===== config.mk =====
export PLATFORM = sky130hd
export DESIGN_NAME = uart_rx_flat
export DESIGN_NICKNAME = d
export VERILOG_FILES = /design/src/rtl/uart_pkg.sv /design/src/rtl/uart_rx_if.sv /design/src/rtl/uart_rx_sync.sv /design/src/rtl/uart_rx.sv /design/src/flat_wrapper.sv
export SDC_FILE = /design/constraint.sdc
export NUM_CORES = 1
export LEC_CHECK = 0
export CORE_UTILIZATION = 58
export CTS_CLUSTER_SIZE = 25
export DETAILED_ROUTE_END_ITERATION = 10
export PLACE_DENSITY = 0.8
export SYNTH_ARGS = -nofsm -noshare
export SYNTH_HDL_FRONTEND = slang
export SYNTH_SLANG_ARGS = --single-unit

===== constraint.sdc =====
create_clock -name clk -period 4.4 [get_ports clk]
set_clock_uncertainty 0.1 [all_clocks]
set_input_delay 0.66 -clock clk [delete_from_list [all_inputs] [get_ports clk]]
set_output_delay 0.66 -clock clk [all_outputs]
set_load 0.005 [all_outputs]

===== src/rtl/uart_pkg.sv =====
// Shared definitions for the board UART: receiver state encoding and the
// 19200-baud timing constants used by both the transmitter and the receiver.
package uart_pkg;

  typedef enum logic [1:0] {
    IDLE,
    START,
    DATA,
    STOP
  } rx_state_t;

  localparam logic [11:0] BAUD_CNT_19200 = 12'd2604;
  localparam logic [11:0] HALF_CNT_19200 = 12'd1302;

endpackage


===== src/rtl/uart_rx_if.sv =====
// Parallel side of the UART receiver: received byte, status flags and the
// consumer acknowledge.
interface uart_rx_if;

  logic       clr_rdy;
  logic [7:0] rx_data;
  logic       rdy;
  logic       frm_err;
  logic       ovr_err;

  modport master (
    input  clr_rdy,
    output rx_data,
    output rdy,
    output frm_err,
    output ovr_err
  );

  modport slave (
    output clr_rdy,
    input  rx_data,
    input  rdy,
    input  frm_err,
    input  ovr_err
  );

endinterface


===== src/rtl/uart_rx_sync.sv =====
// Two-flop synchronizer for the RX pin plus a delayed copy for falling-edge
// detection. All flops reset high so reset never produces a false start edge.
module uart_rx_sync (
  input  logic clk,
  input  logic rst,
  input  logic rx,
  output logic rx_s,
  output logic fall
);

  logic rx_meta_reg;
  logic rx_s_reg;
  logic rx_prev_reg;

  always_ff @(posedge clk) begin
    if (rst) begin
      rx_meta_reg <= 1'b1;
      rx_s_reg    <= 1'b1;
      rx_prev_reg <= 1'b1;
    end else begin
      rx_meta_reg <= rx;
      rx_s_reg    <= rx_meta_reg;
      rx_prev_reg <= rx_s_reg;
    end
  end

  assign rx_s = rx_s_reg;
  assign fall = rx_prev_reg & ~rx_s_reg;

endmodule


===== src/rtl/uart_rx.sv =====
// 8N1 UART receiver: samples mid-bit, shifts LSB first and presents each good
// byte with a rdy/clr_rdy handshake plus framing and overrun status.
module uart_rx
  import uart_pkg::*;
#(
  parameter logic [11:0] BAUD_CNT = BAUD_CNT_19200,
  parameter logic [11:0] HALF_CNT = HALF_CNT_19200
) (
  input  logic      clk,
  input  logic      rst,
  input  logic      RX,
  uart_rx_if.master rx_bus
);

  rx_state_t   state_reg, state_next;
  logic [11:0] baud_cnt_reg, baud_cnt_next, baud_inc;
  logic [3:0]  bit_cnt_reg, bit_cnt_next;
  logic [7:0]  shift_reg, shift_next;
  logic [7:0]  rx_data_reg, rx_data_next;
  logic        rdy_reg, rdy_next;
  logic        frm_err_reg, frm_err_next;
  logic        ovr_err_reg, ovr_err_next;
  logic        unread_reg, unread_next;
  logic        rx_s, fall;
  logic        start_det, half_tick, bit_tick, good_stop, bad_stop;

  uart_rx_sync u_sync (
    .clk  (clk),
    .rst  (rst),
    .rx   (RX),
    .rx_s (rx_s),
    .fall (fall)
  );

  // A tick fires on the cycle whose increment would bring baud_cnt to the
  // target, so consecutive samples are exactly BAUD_CNT cycles apart.
  assign baud_inc  = baud_cnt_reg + 12'd1;
  assign start_det = (state_reg == IDLE) && fall;
  assign half_tick = (state_reg == START) && (baud_inc == HALF_CNT);
  assign bit_tick  = ((state_reg == DATA) || (state_reg == STOP)) && (baud_inc == BAUD_CNT);
  assign good_stop = (state_reg == STOP) && bit_tick && rx_s;
  assign bad_stop  = (state_reg == STOP) && bit_tick && !rx_s;

  always_ff @(posedge clk) begin
    if (rst) begin
      state_reg <= IDLE;
    end else begin
      state_reg <= state_next;
    end
  end

  always_comb begin
    state_next = state_reg;
    case (state_reg)
      IDLE:    if (start_det) state_next = START;
      START:   if (half_tick) state_next = rx_s ? IDLE : DATA;
      DATA:    if (bit_tick && (bit_cnt_reg == 4'd7)) state_next = STOP;
      STOP:    if (bit_tick) state_next = IDLE;
      default: state_next = IDLE;
    endcase
  end

  always_comb begin
    baud_cnt_next = baud_inc;
    bit_cnt_next  = bit_cnt_reg;
    shift_next    = shift_reg;
    rx_data_next  = rx_data_reg;
    frm_err_next  = bad_stop;

    if ((state_reg == IDLE) || half_tick || bit_tick) baud_cnt_next = 12'd0;
    if (half_tick) bit_cnt_next = 4'd0;
    if ((state_reg == DATA) && bit_tick) begin
      shift_next   = {rx_s, shift_reg[7:1]};
      bit_cnt_next = bit_cnt_reg + 4'd1;
    end
    if (good_stop) rx_data_next = shift_reg;

    rdy_next = rdy_reg;
    if (good_stop)      rdy_next = 1'b1;
    else if (start_det) rdy_next = 1'b0;
    else if (rx_bus.clr_rdy) rdy_next = 1'b0;

    // The start edge drops rdy before the consumer may have read the byte;
    // unread remembers that so the next good frame still reports an overrun.
    unread_next = unread_reg;
    if (start_det && rdy_reg && !rx_bus.clr_rdy) unread_next = 1'b1;
    else if (rx_bus.clr_rdy || good_stop)        unread_next = 1'b0;

    ovr_err_next = ovr_err_reg;
    if (good_stop && (rdy_reg || unread_reg)) ovr_err_next = 1'b1;
    else if (rx_bus.clr_rdy)                  ovr_err_next = 1'b0;
  end

  always_ff @(posedge clk) begin
    if (rst) begin
      baud_cnt_reg <= 12'd0;
      bit_cnt_reg  <= 4'd0;
      shift_reg    <= 8'h00;
      rx_data_reg  <= 8'h00;
      rdy_reg      <= 1'b0;
      frm_err_reg  <= 1'b0;
      ovr_err_reg  <= 1'b0;
      unread_reg   <= 1'b0;
    end else begin
      baud_cnt_reg <= baud_cnt_next;
      bit_cnt_reg  <= bit_cnt_next;
      shift_reg    <= shift_next;
      rx_data_reg  <= rx_data_next;
      rdy_reg      <= rdy_next;
      frm_err_reg  <= frm_err_next;
      ovr_err_reg  <= ovr_err_next;
      unread_reg   <= unread_next;
    end
  end

  assign rx_bus.rx_data = rx_data_reg;
  assign rx_bus.rdy     = rdy_reg;
  assign rx_bus.frm_err = frm_err_reg;
  assign rx_bus.ovr_err = ovr_err_reg;

endmodule


===== src/flat_wrapper.sv =====
// flat-port wrapper written by rule: the top's interface ports become plain ports
module uart_rx_flat import uart_pkg::*;
#(
  parameter logic [11:0] BAUD_CNT = BAUD_CNT_19200,
  parameter logic [11:0] HALF_CNT = HALF_CNT_19200
)
  (clk, rst, RX, rx_bus_clr_rdy, rx_bus_rx_data, rx_bus_rdy, rx_bus_frm_err, rx_bus_ovr_err);
  uart_rx_if rx_bus_i ();
  input  logic clk;
  input  logic rst;
  input  logic RX;
  input wire logic [$bits(rx_bus_i.clr_rdy)-1:0] rx_bus_clr_rdy;
  output wire logic [$bits(rx_bus_i.rx_data)-1:0] rx_bus_rx_data;
  output wire logic [$bits(rx_bus_i.rdy)-1:0] rx_bus_rdy;
  output wire logic [$bits(rx_bus_i.frm_err)-1:0] rx_bus_frm_err;
  output wire logic [$bits(rx_bus_i.ovr_err)-1:0] rx_bus_ovr_err;
  assign rx_bus_i.clr_rdy = rx_bus_clr_rdy;
  assign rx_bus_rx_data = rx_bus_i.rx_data;
  assign rx_bus_rdy = rx_bus_i.rdy;
  assign rx_bus_frm_err = rx_bus_i.frm_err;
  assign rx_bus_ovr_err = rx_bus_i.ovr_err;
  uart_rx #(.BAUD_CNT(BAUD_CNT), .HALF_CNT(HALF_CNT)) u_core (.clk(clk), .rst(rst), .RX(RX), .rx_bus(rx_bus_i));
endmodule

==> out/metrics.csv <==
metric,value,unit
r2r-end,u_core.rx_bus.ovr_err$_SDFFE_PP0P_,
grt_use_total,24.67,%
largest_reg_flops,12,
grt_max_degree,30,
synth_seq_area_share,45.49,%
cts.sinks,41,
postRouteAntennaNets,0,
ys_types,41,
fin_setup_tns,0,ns
cpMaxStageDelayCell,nand4_1,
grt_pass1_wl,6203,um
endpoint_kind,register,
synthTopCellsByArea,"dfxtp_1, nand2_1, nor2_1",
floorplan.initialDensity,63.25,%
final_common_cell,dfxtp_1,
grt_pass1_vias,1404,
fin_crit_sh,65.70,%
pin_count,15,
crit_fanout,11,
rsz0062_at_grt,false,
drt_wl_total,3563,um
whs_endpoint,u_core.u_sync.rx_s$_SDFF_PP1_,
cts_hold_buf,0,
dpl.hpwl,2529,um
violations,DRC,
p_per_area,288.3,nW/um2
vdd_drop_max,0.0001821,V
path_clk_slew,0.10,ns
register_area,820.8,um2
via_per_inst,5.898,
final_cell_mix,"dfxtp_1, nor2_1, nand2_1",
yosysTopAreaCellShare,45.49,%
synth_warnings,0,
htree_levels,2,
firstDrtPassIters,7,
min_path_cells,1,
drcViolationCount,1,
cts_tree,done,
cts_buffer_depth,2,
worstPathRequired,4.57,ns
cts_resized,0,
ys.flop_type,dfxtp_1,
vias,1451,
setup_violations,0,
die_w,57.78,um
hold_viol_final,0,
critical_path_arrival,3.06,ns
synth-xor-area-share,3.883,%
crit_start,u_core.baud_cnt_reg[0]$_SDFF_PP0_,
cts_setup_buffers,0,
r2r_start,u_core.baud_cnt_reg[0]$_SDFF_PP0_,
hp-start,u_core.u_sync.rx_meta_reg$_SDFF_PP1_,
ys_ff_latch,41,
status,"finished, violations left",
slew_headroom,35.12,%
grt-ovfl-total,0,
synth.mux.area_fraction,4.993,%
wire_per_inst,14.48,um
hp-class,reg2reg,
multi_input_area,934.6,um2
timing.fmax,345.9,MHz
avgSynthCellArea,8.888,um2
num_rows,19,
synth-compound-area-share,10.19,%
rr_worst_depth,7,
synth_top_family_by_area,simple AND/OR/NAND/NOR gates,
worstSetupStartpointType,register,
layout.nets,223,
syn_area,1804,um2
numCtsBuffers,5,
synth_adder_area_share,2.774,%
die-area,3338,um2
clk-insertion-delay-late,0.35,ns
root_buffer,clkbuf_4,
tightest_slew,0.9702,ns
async_flop_share,0,%
syn-num-nets,211,
synth_cells,203,
gp_congestion,0.8390,
coreArea,2853,um2
fin_crit,2.891,ns
drive_gt1_share,7.907,%
io_buffers,14,
die_h,57.78,um
worst_hold_slack,0.3370,ns
grt_antenna_before_repair,0,
r2r_setup_slack,1.51,ns
areaGrowthSynthToFinish,10.89,%
synth_area_leader_cell,dfxtp_1,
drt_iter0_drc,42,
synth_edf_count,0,
diodes,0,
max_stage_delay,0.62,ns
nFillCells,241,
finalMaxSlewViolations,0,
leakage,0.7303,nW
path_class,reg2reg,
maxCapViolCount,0,
yosys.area_share.simple,29.96,%
crit_path_cell_trace,"ha_1, xnor2_1, nor3_1, nor4b_4, nand4_1, o21bai_1, a21oi_1",
==> power breakdown <==
part / internal (mW) / switching [mW] / leakage (nW)
clock network: 0.0755 / 0.113 / 0.0314
registers: 0.373 / 0.00295 / 0.331
logic: 0.00529 / 0.00764 / 0.368
==> final cells by class <==
type	count	area share [%]
multi-input cells	150	46.72
flip-flops and latches	41	41.03
repair buffers	14	7.004
clock buffers	7	2.752
well taps	31	1.939
inverters	3	0.5629
==> stage by stage <==
step	instances	power [mW]	util [%]	cell area, um2	worst slack [ns]
6_report	246	0.5768	70.13	2001	1.509
5_1_grt	246	0.5942	70.13	2001	1.271
4_1_cts	246	0.5760	70.13	2001	1.495
3_5_place_dp	239	0.3970	68.20	1946	1.538
3_3_place_gp	239	0.3962	68.20	1946	1.725
2_1_floorplan	203	0.3919	-	1804	2.096
==> cells in the mapped netlist, drive strengths merged (2+ instances only) <==
| cell type | n |
|---|---|
| nand3 | 14 |
| xor2 | 2 |
| buf | 3 |
| mux2i | 9 |
| nor3 | 7 |
| inv | 3 |
| clkbuf | 6 |
| or2 | 3 |
| xnor2 | 6 |
| dfxtp | 41 |
| nor2b | 2 |
| and3 | 4 |
| a31oi | 2 |
| nand2 | 25 |
| nand4 | 5 |
| and4 | 2 |
| a21oi | 16 |
| nand3b | 2 |
| nand2b | 2 |
| nor2 | 25 |
| ha | 4 |
| or3b | 2 |
| a211oi | 2 |
| or3 | 4 |
| nor4 | 2 |
==> metal layers <==
layer	global-route usage, %	up-vias	part of all wire (%)
met5	0	-	0
met4	12.93	0	1.8
met3	6.473	7	5.5
li1	-	735	-
met1	31.59	669	46
met2	38.37	40	46
==> worst max path at each step <==
stage,endpoint,cells past startpoint
after floorplan,u_core.baud_cnt_reg[5]$_SDFF_PP0_,8
after global placement,u_core.unread_reg$_SDFFE_PP0P_,7
after detailed placement,u_core.unread_reg$_SDFFE_PP0P_,7
after CTS,u_core.rx_bus.ovr_err$_SDFFE_PP0P_,7
after global routing,u_core.rx_bus.ovr_err$_SDFFE_PP0P_,7
final,u_core.rx_bus.ovr_err$_SDFFE_PP0P_,7
==> worst max-delay path, delay by kind of cell (launching register included) <==
family	cells	cell delay (ns)
AND/OR/NAND/NOR	3	1.34
AO/OA/AOI/OAI	2	0.51
flip-flops	1	0.46
adder cells (fa/ha/maj)	1	0.29
XOR/XNOR	1	0.11
==> logic make-up (layout without fill, tap and decap cells) <==
| logic type | Yosys count | in the layout |
|---|---|---|
| simple gates | 101 | 101 |
| xor+xnor | 8 | 8 |
| fa+ha+maj | 4 | 4 |
| buf+inv | 12 | 24 |
| flops | 41 | 41 |
| mux | 9 | 9 |
| compound gates | 28 | 28 |
No activity file was read; power rests on OpenSTA's default activity.
